**config.mk**
```make
export PLATFORM = sky130hd
export DESIGN_NAME = shift_add_multiplier
export DESIGN_NICKNAME = d
export VERILOG_FILES = /design/src/rtl/shift_add_multiplier.sv
export SDC_FILE = /design/constraint.sdc
export NUM_CORES = 1
export LEC_CHECK = 0
export ABC_AREA = 1
export CORE_MARGIN = 2
export CORE_UTILIZATION = 55
export DETAILED_ROUTE_END_ITERATION = 12
export PLACE_DENSITY = 0.79
export SYNTH_ARGS = -nofsm -noshare
export SYNTH_HDL_FRONTEND = slang
export SYNTH_SLANG_ARGS = --single-unit
```
**constraint.sdc**
```tcl
create_clock -name clk -period 2.7 [get_ports clk]
set_input_delay 0.81 -clock clk [delete_from_list [all_inputs] [get_ports clk]]
set_output_delay 0.81 -clock clk [all_outputs]
set_load 0.02 [all_outputs]
```
**src/rtl/shift_add_multiplier.sv**
```systemverilog
// Sequential shift-add multiplier: one partial-product iteration per cycle,
// unsigned or two's-complement operands selected per transaction.
//
// state | meaning
// IDLE  | waiting for operands, in_ready = 1
// RUN   | WIDTH iterations, one multiplier bit per cycle
// DONE  | product held with out_valid = 1 until out_ready
module shift_add_multiplier #(
  parameter int WIDTH = 4
) (
  input  logic               clk,
  input  logic               rst,
  input  logic               in_valid,
  output logic               in_ready,
  input  logic [WIDTH-1:0]   op_a,
  input  logic [WIDTH-1:0]   op_b,
  input  logic               signed_mode,
  output logic               out_valid,
  input  logic               out_ready,
  output logic [2*WIDTH-1:0] product,
  output logic               busy
);

  localparam int CW = (WIDTH > 2) ? $clog2(WIDTH) : 1;
  localparam logic [CW-1:0] LAST_CNT = CW'(WIDTH - 1);

  typedef enum logic [1:0] {
    IDLE = 2'd0,
    RUN  = 2'd1,
    DONE = 2'd2
  } state_t;

  state_t state, next_state;

  logic [WIDTH-1:0]   mag_a;
  logic [WIDTH-1:0]   mag_b;
  logic               neg_flag;
  logic [2*WIDTH-1:0] acc;
  logic [CW-1:0]      cnt;

  logic               transfer;
  logic               last_iter;
  logic [2*WIDTH-1:0] addend;
  logic [2*WIDTH-1:0] acc_next;
  logic [WIDTH-1:0]   abs_a;
  logic [WIDTH-1:0]   abs_b;

  // State register; reset wins over any handshake in flight.
  always_ff @(posedge clk) begin
    if (rst) state <= IDLE;
    else     state <= next_state;
  end

  // Next-state decode and handshake/status outputs.
  always_comb begin
    next_state = state;
    in_ready   = 1'b0;
    busy       = 1'b1;
    case (state)
      IDLE: begin
        in_ready = 1'b1;
        busy     = 1'b0;
        if (in_valid) next_state = RUN;
      end
      RUN: begin
        if (cnt == LAST_CNT) next_state = DONE;
      end
      DONE: begin
        if (out_valid && out_ready) next_state = IDLE;
      end
      default: next_state = IDLE;
    endcase
  end

  // Operand magnitudes and one partial-product step; the sum wraps at 2*WIDTH bits.
  always_comb begin
    transfer  = in_valid && in_ready;
    last_iter = (cnt == LAST_CNT);
    // -(-2^(WIDTH-1)) wraps to 2^(WIDTH-1), which is the correct unsigned magnitude.
    abs_a     = (signed_mode && op_a[WIDTH-1]) ? (WIDTH'(0) - op_a) : op_a;
    abs_b     = (signed_mode && op_b[WIDTH-1]) ? (WIDTH'(0) - op_b) : op_b;
    addend    = mag_b[cnt] ? ({{WIDTH{1'b0}}, mag_a} << cnt) : '0;
    acc_next  = acc + addend;
  end

  // Datapath: capture on transfer, iterate in RUN, hold the result in DONE.
  always_ff @(posedge clk) begin
    if (rst) begin
      mag_a     <= '0;
      mag_b     <= '0;
      neg_flag  <= 1'b0;
      acc       <= '0;
      cnt       <= '0;
      product   <= '0;
      out_valid <= 1'b0;
    end else begin
      case (state)
        IDLE: begin
          if (transfer) begin
            mag_a    <= abs_a;
            mag_b    <= abs_b;
            neg_flag <= signed_mode && (op_a[WIDTH-1] ^ op_b[WIDTH-1]);
            acc      <= '0;
            cnt      <= '0;
          end
        end
        RUN: begin
          acc <= acc_next;
          cnt <= cnt + 1'b1;
          if (last_iter) begin
            // Negating zero yields zero, so a zero operand never produces -0.
            product   <= neg_flag ? ((2*WIDTH)'(0) - acc_next) : acc_next;
            out_valid <= 1'b1;
          end
        end
        DONE: begin
          if (out_ready) out_valid <= 1'b0;
        end
        default: out_valid <= 1'b0;
      endcase
    end
  end

endmodule

```
* Yosys cells after proc, flatten, opt, wreduce, memory -nomap -nowiden
Cells that the tools add are included. W data, S select, Z words.
Cells by class: $add $sub $neg 5, magnitude comparators 1, equal/unequal tests 8, shift operators 1, multiplexer cells 19, bitwise logic cells 2, reductions and logical operators 12
Operators by type and width (number):
- $mux W8 | 3
- $pmux W8 S2 | 1
- $ne A2 B2 Y1 const B | 5
- $add A8 B8 Y8 | 1
- $mux W2 | 4
- $mux W4 | 2
- $shl A4 B2 Y8 | 1
- $sub A1 B4 Y4 const A | 2
- $sub A1 B8 Y8 const A | 1
- $pmux W2 S3 | 1
- $reduce_and A2 Y1 | 3
- $reduce_and A3 Y1 | 2
- $logic_and A1 B1 Y1 | 5
- $mux W1 | 5
- $eq A2 B2 Y1 const B | 2
- $pmux W2 S2 | 1
- $lt A2 B3 Y1 const B | 1
- $pmux W1 S3 | 1
- $add A2 B1 Y2 const B | 1
- $bmux W1 S2 | 1
- $eq A2 B1 Y1 const B | 1
- $logic_not A2 Y1 | 1
- $reduce_bool A2 Y1 | 1
- $not A1 Y1 | 1
- $xor A1 B1 Y1 | 1
Storage, ports and cells: register bits after elaboration 30, input bits 13, output and inout port bits 11, word-level logic and storage cells 56

* Logic depth before layout (Yosys ltp)
depth after elaboration 6, depth in mapped cells 21, mapped depth without buffers 20

* Worst setup path after synthesis
No wires, ideal clock.
path type flip-flop to flip-flop, start point reg cnt[0], end point reg product[7], library setup time 0.117 ns, arrival 2.307 ns, required time 2.583 ns, setup slack 0.276 ns, stages on the path, launching flop included 17, buffers on the path 1, period minus slack after synthesis 2.424 ns, path through dfxtp_1 -> buf_2 -> inv_1 -> o21ai_0 -> nor2_1 -> ha_1 -> fa_1 -> inv_1 -> nand2_1 -> nor2_2 -> nand3_1 -> nor2_2 -> nand3_2 -> nand3_1 -> nand2_1 -> nor2_1 -> nor2_1
Between the ends: cells in the longest elaborated chain, start to end 6, elaborated cells between the ends (all ways) 9, those cells by class 2 x add/sub; 1 x eq/ne; 1 x shift; 4 x mux; 1 x reduce/logical
RTL lines:
- start: declaration | RTL line 39 | logic [CW-1:0] cnt;
- start signal: assignment | RTL line 109 | cnt <= cnt + 1'b1;
- $bmux W1 S2 | RTL line 82 | addend = mag_b[cnt] ? ({{WIDTH{1'b0}}, mag_a} << cnt) : '0;
- $mux W1 (not written as such) | RTL line 82
- $mux W8 | RTL line 82
- $add A8 B8 Y8 | RTL line 83 | acc_next = acc + addend;
- $sub A1 B8 Y8 | RTL line 112 | product <= neg_flag ? ((2*WIDTH)'(0) - acc_next) : acc_next;
- $mux W8 | RTL line 112
- end signal: assignment | RTL line 112
- end: declaration | RTL line 20 | output logic [2*WIDTH-1:0] product,
Several ways; a longest one is shown, not always the timed one. The select of a mux whose other input is x is not followed. A chain may end at the register's enable or synchronous reset.

* Final worst setup path
start point reg cnt[0], end point reg product[6]
The elaborated chain is that of the path after synthesis.

==> out/metrics.csv <==
stage;metric;value;unit
status;status;finished, final reports clean;
floorplan;fp.coreArea;3310;µm²
grt;grt_max_degree;18;
logic_synthesis;yosysTopAreaCell;dfxtp_1;
setup_path;cp_slowest_cell;dfxtp_2;
timing;finalSetupViolCount;0;
logic_synthesis;synthArstFlopShare;0;
layout;diodes;0;
logic_synthesis;synth_top_area_frac;0.319;
setup_path;cp-endpoint;product[6];
setup_path;worst-path-max-fanout;8;
layout;fillCellCount;325;
logic_synthesis;avgSynthCellArea;6.91;µm²
routing;viasPerCell;5.11;
floorplan;ios;24;
routing;drtAntennaViolNets;0;
logic_synthesis;synth.top_cells.by_area;dfxtp_1, nand2_1, ha_1, a21oi_1, inv_1;
clock_network;clk_path_buf_depth;2;
setup_path;worstPathArrival;2.72;ns
setup_path;worstSetupEndpointType;register;
timing;tightestPinTransition;0.579;ns
logic_synthesis;yosys_warnings;0;
floorplan;die_h;62.5;µm
timing;rsz0062_at_grt;true;
pwr;pwr_density_cell;462;nW/µm²
setup_path;path_cells;buf_6 > mux2i_1 > nor2_1 > o21ai_0 > inv_1 > ha_1 > nand2_2 > inv_1 > nand2_1 > nand4_1 > nand2_4 > nand3_1 > nand3_1 > nand2_1 > nor2_1 > nor2_1;
job;max-cap-violations;0;
clock_network;cts_buffers;5;
logic_synthesis;synth-edff-count;0;
layout;area.sequential;606;µm²
setup_path;crit-reg2reg-capture;product[6];
placement;post-dp-hpwl;3.05;mm
timing;period_minus_slack;2.49;ns
clock_network;cts_tree;built;
clock_network;htreeDepth;2;
timing;fmax;402;MHz
grt;grt_pass1_vias;1665;
timing;fin_setup_tns;0;ns
logic_synthesis;synth_cell_types;37;
layout;final_common_cell;nand2_1;
clock_network;cts_root_buf;clkbuf_4;
logic_synthesis;synth_nets;297;
setup_path;r2r-start;cnt[0];
layout;area_delta_synth_final;22.6;%
floorplan;start_util;0.568;
clock_network;postCtsHoldBufs;0;
layout;final_area;2310;µm²
logic_synthesis;synth_area;1880;µm²
routing;drc;0;
setup_path;critPathMaxStageDelay;0.36;ns
layout;final_core_util;0.697;
grt;grt_pass1_wl;7.36;mm
floorplan;num_rows;21;
timing;timing.final.max_slew_violations;0;
logic_synthesis;synth-seq-cells;30;
routing;wl_per_cell;12.3;µm
placement;postPlaceCellArea;2150;µm²
routing;drt-total-wl;4.26;mm
layout;drive_gt1_frac;0.150;
setup_path;reg2regPathDepth;16;
routing;first_pass_iters;4;
timing;period_share;0.921;
grt;antenna_found_initial;0;
layout;multi_input_area;1160;µm²
floorplan;die_w;62.5;µm
pwr;ir_worst_vdd;473;µV
routing;initialDrtViolationCount;59;
layout;fin_nets;324;
logic_synthesis;ys_seq_area_frac;0.319;
timing;fin_skew;0.0112;ns
clock_network;clk_pin_slew;0.11;ns
placement;place_congestion;0.869;
logic_synthesis;synth_cells;272;
worst_hold_path;worstHoldPathType;register to register;
clock_network;clock-sinks;30;
worst_hold_path;holdPathStages;2;
grt;grt_usage;0.234;
timing;slew_headroom;0.614;
layout;final_cell_mix;nand2_1, inv_1, dfxtp_1;
logic_synthesis;synth_ff_type;dfxtp_1;
setup_path;required;2.94;ns
pwr;leakage;0.00102;µW
grt;grt_overflow;0;
routing;vias;1768;
placement;io_buffers;23;
setup_path;crit_type;register to register;
setup_path;rrSetupSlack;0.21;ns
setup_path;cpMostUsedCell;nor2_1;
floorplan;die_area;3900;µm²
setup_path;start_kind;register;
timing;hold_violations;0;
setup_path;critPathLaunch;cnt[0];
clock_network;clk_latency;0.33;ns
==> layout make-up <==
cell class	count	share of cell area
multi-input cells	199	0.505
flip-flops and latches	30	0.263
repair buffers	26	0.111
inverters	37	0.0602
well taps	46	0.0250
clock inverters	3	0.0195
clock buffers	5	0.0163
==> worst min path at each step <==
stage / start / end / slack [ns]
after floorplan: acc[3] / acc[3] / 0.44
after global placement: acc[0] / acc[0] / 0.46
after detailed placement: product[0] / product[0] / 0.46
after CTS: acc[4] / acc[4] / 0.48
after global routing: acc[7] / acc[7] / 0.50
final: acc[5] / acc[5] / 0.48
==> state kept, by name, summed over array words and instances, names as in the netlist <==
register and count:
acc 8, cnt 2, mag_a 4, mag_b 4
neg_flag 1, out_valid 1, product 8, state 2
==> critical path, delay by kind of cell, from the launching register on <==
kind	cells	cell delay, ns
AOI/OAI and AO/OA	1	0.18
adders and majority gates	1	0.33
buffers and inverters	3	0.23
DFF	1	0.36
muxes	1	0.24
and+or+nand+nor	10	1.07
==> logic make-up (layout without fill, tap and decap cells) <==
| family | count (synthesis) | in the layout | share of synthesized area |
|---|---|---|---|
| simple gates | 117 | 117 | 0.285 |
| compound gates | 63 | 63 | 0.187 |
| buf+inv | 43 | 71 | 0.0898 |
| flops | 30 | 30 | 0.319 |
| fa+ha+maj | 12 | 12 | 0.0838 |
| xor+xnor | 4 | 4 | 0.0186 |
| mux | 3 | 3 | 0.0160 |
==> cells in the mapped netlist (all sizes together) (3+ instances only) <==
| cell type | number |
|---|---|
| mux2i | 3 |
| a21oi | 29 |
| o21ai | 24 |
| inv | 37 |
| nand3 | 16 |
| nor2 | 29 |
| ha | 11 |
| buf | 4 |
| xnor2 | 3 |
| dfxtp | 30 |
| nand2 | 67 |
==> metrics by stage <==
stage / total power, µW / cells / setup WS, ns / hold slack (ns)
finish: 1070 / 346 / 0.213 / 0.479
global route: 1130 / 346 / 0.0176 / 0.501
CTS: 1040 / 345 / 0.197 / 0.479
detailed placement: 679 / 337 / 0.220 / 0.459
global placement: 673 / 337 / 0.288 / 0.458
floorplan: 619 / 272 / 0.276 / 0.442
==> metal layers <==
| layer | routed length (µm) | track usage | vias to the layer above | share of wire |
|---|---|---|---|---|
| li1 | - | - | 943 | - |
| met1 | 2240 | 0.326 | 800 | 0.53 |
| met2 | 1850 | 0.363 | 20 | 0.44 |
| met3 | 109 | 0.0432 | 5 | 0.026 |
| met4 | 55 | 0.0833 | 0 | 0.013 |
| met5 | 0 | 0 | - | 0 |
==> power by group <==
part           total [µW]  switching [µW]  internal (µW)
Combinational         220             129           91.2
Clock                 368             174            194
Sequential            478            17.6            460
Total                1070             321            745
==> repair_timing <==
item,CTS,global route
resized for setup,0,20
setup buffers,0,1
endpoints found under the setup margin,0,5
Power figures use the tool's default switching activity.
